`config.mk`:
```
export PLATFORM = sky130hd
export DESIGN_NAME = huffman_canon_decoder
export DESIGN_NICKNAME = d
export VERILOG_FILES = /design/src/rtl/huffman_canon_decoder.sv
export SDC_FILE = /design/constraint.sdc
export NUM_CORES = 1
export LEC_CHECK = 0
export ABC_AREA = 0
export CORE_MARGIN = 2
export CORE_UTILIZATION = 45
export DETAILED_ROUTE_END_ITERATION = 16
export PLACE_DENSITY_LB_ADDON = 0.1
export SYNTH_ARGS = -nofsm -noshare
export SYNTH_HDL_FRONTEND = slang
export SYNTH_SLANG_ARGS = --single-unit
```
`constraint.sdc`:
```
create_clock -name clk -period 3.4 [get_ports clk]
set_clock_uncertainty 0.2 [all_clocks]
set_input_delay 0.34 -clock clk [delete_from_list [all_inputs] [get_ports clk]]
set_output_delay 0.34 -clock clk [all_outputs]
set_load 0.02 [all_outputs]
```
`src/rtl/huffman_canon_decoder.sv`:
```
// Bit-serial canonical Huffman decoder: one code bit per accepted cycle, one symbol per codeword.
// Per-length code counts and the canonical symbol table are writable through a small config port.
module huffman_canon_decoder #(
    parameter int SYM_W   = 3,
    parameter int MAX_LEN = 4,
    parameter int NSYM    = 8,
    localparam int CNT_W  = $clog2(NSYM + 1),
    localparam int IDX_W  = $clog2(NSYM),
    localparam int LA_W   = $clog2(MAX_LEN),
    localparam int ADDR_W = (IDX_W > LA_W) ? ((IDX_W > 0) ? IDX_W : 1) : ((LA_W > 0) ? LA_W : 1),
    localparam int CDAT_W = (SYM_W > CNT_W) ? SYM_W : CNT_W
) (
    input  logic              clk,
    input  logic              reset,
    input  logic              in_valid,
    output logic              in_ready,
    input  logic              in_bit,
    output logic              out_valid,
    input  logic              out_ready,
    output logic [SYM_W-1:0]  out_sym,
    output logic              out_err,
    input  logic              cfg_we,
    input  logic              cfg_sel,
    input  logic [ADDR_W-1:0] cfg_addr,
    input  logic [CDAT_W-1:0] cfg_data
);

    // Headroom above MAX_LEN+1 so an over-full count table cannot wrap first/index.
    localparam int AW    = MAX_LEN + CNT_W + 2;
    localparam int LEN_W = $clog2(MAX_LEN + 1);

    function automatic logic [CNT_W-1:0] cnt_default(input int code_len);
        case (code_len)
            1:       return CNT_W'(1);
            3:       return CNT_W'(3);
            4:       return CNT_W'(2);
            default: return '0;
        endcase
    endfunction

    function automatic logic [SYM_W-1:0] sym_default(input int idx);
        return (idx < 6) ? SYM_W'(idx + 1) : '0;
    endfunction

    logic signed [AW-1:0] code_q, code_d, first_q, first_d, index_q, index_d;
    logic [LEN_W-1:0]     len_q, len_d;
    logic [CNT_W-1:0]     cnt_q [MAX_LEN];
    logic [CNT_W-1:0]     cnt_d [MAX_LEN];
    logic [SYM_W-1:0]     sym_tab_q [NSYM];
    logic [SYM_W-1:0]     sym_tab_d [NSYM];
    logic                 out_valid_q, out_valid_d, out_err_q, out_err_d;
    logic [SYM_W-1:0]     out_sym_q, out_sym_d;

    logic                 accept, hit, at_max, in_range, final_bit;
    logic [CNT_W-1:0]     cur_cnt;
    logic [SYM_W-1:0]     tab_sym;
    logic signed [AW-1:0] c, f, diff, cnt_s, sym_idx;

    assign in_ready  = (!out_valid_q || out_ready) && !cfg_we;
    assign out_valid = out_valid_q;
    assign out_sym   = out_sym_q;
    assign out_err   = out_err_q;

    always_comb begin
        accept  = in_valid && in_ready;
        cur_cnt = '0;
        for (int i = 0; i < MAX_LEN; i++) begin
            if (len_q == LEN_W'(i)) cur_cnt = cnt_q[i];
        end
        c       = (code_q <<< 1) | $signed({{(AW-1){1'b0}}, in_bit});
        f       = first_q <<< 1;
        diff    = c - f;
        cnt_s   = $signed({{(AW-CNT_W){1'b0}}, cur_cnt});
        sym_idx = index_q + diff;
        hit     = !diff[AW-1] && (diff < cnt_s);
        at_max  = (len_q == LEN_W'(MAX_LEN - 1));

        tab_sym  = '0;
        in_range = 1'b0;
        for (int i = 0; i < NSYM; i++) begin
            if (sym_idx == AW'(i)) begin
                tab_sym  = sym_tab_q[i];
                in_range = 1'b1;
            end
        end
        final_bit = hit || at_max;

        code_d  = code_q;
        first_d = first_q;
        index_d = index_q;
        len_d   = len_q;
        if (cfg_we || (accept && final_bit)) begin
            code_d  = '0;
            first_d = '0;
            index_d = '0;
            len_d   = '0;
        end else if (accept) begin
            code_d  = c;
            first_d = f + cnt_s;
            index_d = index_q + cnt_s;
            len_d   = len_q + LEN_W'(1);
        end

        out_valid_d = out_valid_q;
        out_sym_d   = out_sym_q;
        out_err_d   = out_err_q;
        if (accept && final_bit) begin
            out_valid_d = 1'b1;
            out_err_d   = !(hit && in_range);
            out_sym_d   = (hit && in_range) ? tab_sym : '0;
        end else if (out_valid_q && out_ready) begin
            out_valid_d = 1'b0;
        end

        for (int i = 0; i < MAX_LEN; i++) cnt_d[i] = cnt_q[i];
        for (int i = 0; i < NSYM; i++) sym_tab_d[i] = sym_tab_q[i];
        // Addresses beyond the selected table match no entry and are dropped.
        if (cfg_we) begin
            for (int i = 0; i < MAX_LEN; i++) begin
                if (!cfg_sel && cfg_addr == ADDR_W'(i)) cnt_d[i] = cfg_data[CNT_W-1:0];
            end
            for (int i = 0; i < NSYM; i++) begin
                if (cfg_sel && cfg_addr == ADDR_W'(i)) sym_tab_d[i] = cfg_data[SYM_W-1:0];
            end
        end
    end

    always_ff @(posedge clk or posedge reset) begin
        if (reset) begin
            code_q      <= '0;
            first_q     <= '0;
            index_q     <= '0;
            len_q       <= '0;
            out_valid_q <= 1'b0;
            out_sym_q   <= '0;
            out_err_q   <= 1'b0;
            for (int i = 0; i < MAX_LEN; i++) cnt_q[i] <= cnt_default(i + 1);
            for (int i = 0; i < NSYM; i++) sym_tab_q[i] <= sym_default(i);
        end else begin
            code_q      <= code_d;
            first_q     <= first_d;
            index_q     <= index_d;
            len_q       <= len_d;
            out_valid_q <= out_valid_d;
            out_sym_q   <= out_sym_d;
            out_err_q   <= out_err_d;
            for (int i = 0; i < MAX_LEN; i++) cnt_q[i] <= cnt_d[i];
            for (int i = 0; i < NSYM; i++) sym_tab_q[i] <= sym_tab_d[i];
        end
    end

endmodule

```
==> metrics.md <==
| Metric | Value |
|---|---|
| # nets final | `around 570` |
| H-tree levels | `3` |
| Cells after DPL | `634` |
| Die Area | `11400 um2` |
| Seq pwr share | `27.8%` |
| Core region area | `10280 um2` |
| FMAX | `roughly 270 MHz` |
| Final Max Tran Viols | `0` |
| First drt pass iteration count | `4` |
| Kind of critical path | `flip-flop to flip-flop` |
| Internal power | `2615 uW` |
| Max_cap viols | `0` |
| Vias per cell | `5.530` |
| Share of layout cells above drive strength 1 | `33.59%` |
| Hold Fails Final Rpt | `0` |
| Post-DR wirelength/cell | `roughly 17 um` |
| P_leak | `0.002686 uW` |
| Area grow syn2layout | `24.24%` |
| Final wirelength | `11090 um` |
| Final Non-Filler Cells | `657` |
| EDFF count, synth | `0` |
| Metal-1 WL | `approximately 5200 um` |
| CTS tree | `built` |
| Most used DFF post-synth | `dfrtp_1` |
| HPWL after DPL | `7910 um` |
| Setup violations, final | `17` |
| Ant diodes | `0` |
| Uppermost layer routed | `met4` |
| Clock buffer depth | `2` |
| CTS Buf Count | `9` |
| Most common cell after layout, fill and taps aside | `dfrtp_1` |
| Initial antenna violation count | `0` |
| Syn Area/Cell | `10.98 um2` |
| Yosys reg bits | `76` |
| CTS sink cnt | `76` |
| Combinational share of power | `56.9%` |
| Worst path required time | `between 3 and 4 ns` |
| Core Rows | `37` |
| Commonest cells after routing, fill and taps aside | `dfrtp_1, buf_4, mux2_2` |
| Share of synthesized registers carrying an async set or reset | `100.0%` |
| DIE WIDTH | `between 100 and 150 um` |
| Mapped Area | `4753 um2` |
| Yosys cell types | `59` |
| Sw Pwr | `1742 uW` |
| Synth warn | `0` |
| Period utilisation layout | `108.5%` |
| Power Density | `737.7 nW/um2` |
| Seq/Total Area, Yosys | `40.35%` |
| GRT Util Overall | `approximately a fifth` |
| Vias in the first global route | `3776` |
| Final ANT Viol Nets | `0` |
| Status | `finished with violations` |
| Largest net degree at the start of global routing | `50` |
| Arr. time, crit path | `approximately 3.7 ns` |
| Slew headroom | `a little under three fifths` |
| Detailed router's first-iteration violation count | `~100` |
| Switching Share | `39.99%` |
| Max FO, Critical Path | `4` |
| Failing checks | `setup timing` |
| Clock Tree Root | `clkbuf_8` |
| WL met2 | `~5500 um` |
| Clock Latency Late Sink | `0.36 ns` |
| # hold bufs at CTS | `0` |
| # IOs | `20` |
| GRT overflow | `0` |
| Crit end category | `flip-flop` |
| First-pass GRT wire length | `between 15000 and 20000 um` |
| CP Launch Type | `flip-flop` |
| Worst slew pin tran | `0.6708 ns` |
| DRC viols | `0` |
| Mapped Nets | `between 400 and 500` |
| Setup TNS | `-1.064 ns` |
| Clock-pin slew on the worst setup and hold paths | `0.10 ns` |
| Syn Inst Count | `433` |
| I/O Buffers | `19` |
| Initial Util | `46.25%` |
| Die Y | `106.8 um` |
| Final min period | `3.690 ns` |
| Metal3 WL | `225 um` |
| DR vias | `3633` |
| Clock power share | `15.2%` |
| Path type of the worst min-delay path | `input port to asynchronous set/reset pin` |
| RSZ-0062 raised after global routing | `true` |
| Worst vdd ir | `roughly 0.00034 V` |
| Final worst setup slack | `-0.2905 ns` |
| RePlAce Congestion | `0.8546` |
## Yosys cell counts, drive strengths merged (3+ instances only)
cell type	n	share of area, %
a21o	8	1.3
a21oi	20	2.1
a22o	25	4.6
a41oi	3	0.95
and3	3	0.39
buf	5	1.0
clkbuf	10	0.79
dfrtp	63	33
dfstp	13	7.2
fa	4	1.7
ha	32	8.4
inv	28	2.2
mux2	42	9.9
mux2i	7	1.5
mux4	6	2.8
nand2	21	1.7
nand2b	8	1.1
nand3	10	1.1
nor2	27	2.2
nor2b	6	0.79
nor3	14	1.5
nor3b	5	0.89
o211ai	5	0.79
o21ai	9	0.95
or3	4	0.53
or4	3	0.55
xnor2	12	2.2
xor2	8	1.5
## layer usage
| layer | GRT usage, % | up-vias |
|---|---|---|
| met2 | 35.03 | 45 |
| met3 | 2.675 | 10 |
| met1 | 28.19 | 1816 |
| li1 | - | 1762 |
| met5 | 0 | - |
| met4 | 7.699 | 0 |
## cell type report
class	instances	area, um2
Clock buffer	9	123.9
Multi-Input combinational cell	315	2795
Clock inverter	7	57.56
Sequential cell	76	1918
Inverter	28	107.6
Fill cell	917	4372
Tap cell	136	170.2
Timing Repair Buffer	86	733.2
## path summary, 6_finish.rpt
kind | start | endpoint | slack (ns) | cells after the start
min | reset | len_q[2] | 0.18 | 2
max in group asynchronous | reset | sym_tab_q[16] | 2.07 | 3
max reg2reg | code_q[0] | out_err | -0.29 | 15
max | code_q[0] | out_err | -0.29 | 15
min in group clk | sym_tab_q[23] | sym_tab_q[23] | 0.31 | 1
min reg2reg | sym_tab_q[23] | sym_tab_q[23] | 0.31 | 1
## registers in the layout, summed over array words and instances (netlist names)
signal,flops
first_q,9
code_q,9
cnt_q,16
sym_tab_q,24
len_q,3
index_q,10
out_err,1
out_valid,1
out_sym,3
## what timing repair did
action	in CTS	in global routing
pin swaps	9	7
gates cloned	1	0
gates resized for setup	15	15
setup endpoints to repair	31	29
buffers inserted	6	0
## per-stage QoR
stage | hold WS [ns] | power (uW) | setup slack [ns] | instance area [um2] | util (%)
after floorplan | 0.2727 | 2678 | -0.1494 | 4763 | -
after global placement | 0.2821 | 3349 | -0.2939 | 5524 | 53.75
after detailed placement | 0.2925 | 3391 | -0.4689 | 5524 | 53.75
after CTS | 0.1990 | 4281 | -0.2747 | 5833 | 56.76
after global routing | 0.2545 | 4666 | -0.3790 | 5906 | 57.46
final | 0.1841 | 4357 | -0.2905 | 5906 | 57.46
## critical path, cell delays in order, from the launching register on
cell,delay [ns]
dfrtp_1,0.39
inv_1,0.06
ha_2,0.17
inv_2,0.04
fa_2,0.36
a211oi_4,0.30
or4_4,0.20
o311ai_4,0.10
ha_1,0.37
buf_6,0.14
inv_4,0.05
nor3_2,0.04
or4_4,0.49
a2111oi_4,0.38
and3b_1,0.21
mux2i_1,0.07
## power groups by stage
stage	Sequential, uW	Combinational, uW	Clock, uW
final	1210	2480	664
after global routing	1240	2720	710
after CTS	1210	2390	679
after detailed placement	1230	2160	0
after global placement	1220	2130	0
after floorplan	1230	1450	0
## cells by family (layout without fill, tap and decap cells)
kind of cell | after synthesis | in the layout | synth area share (%)
AND/OR/NAND/NOR | 111 | 111 | 12.35
AO/OA/AOI/OAI | 92 | 93 | 15.22
flip-flops | 76 | 76 | 40.35
multiplexers | 55 | 55 | 14.27
buffers and inverters | 43 | 130 | 4.027
adder cells (fa/ha/maj) | 36 | 36 | 10.11
XOR/XNOR | 20 | 20 | 3.685
Power figures use the tool's default switching activity.
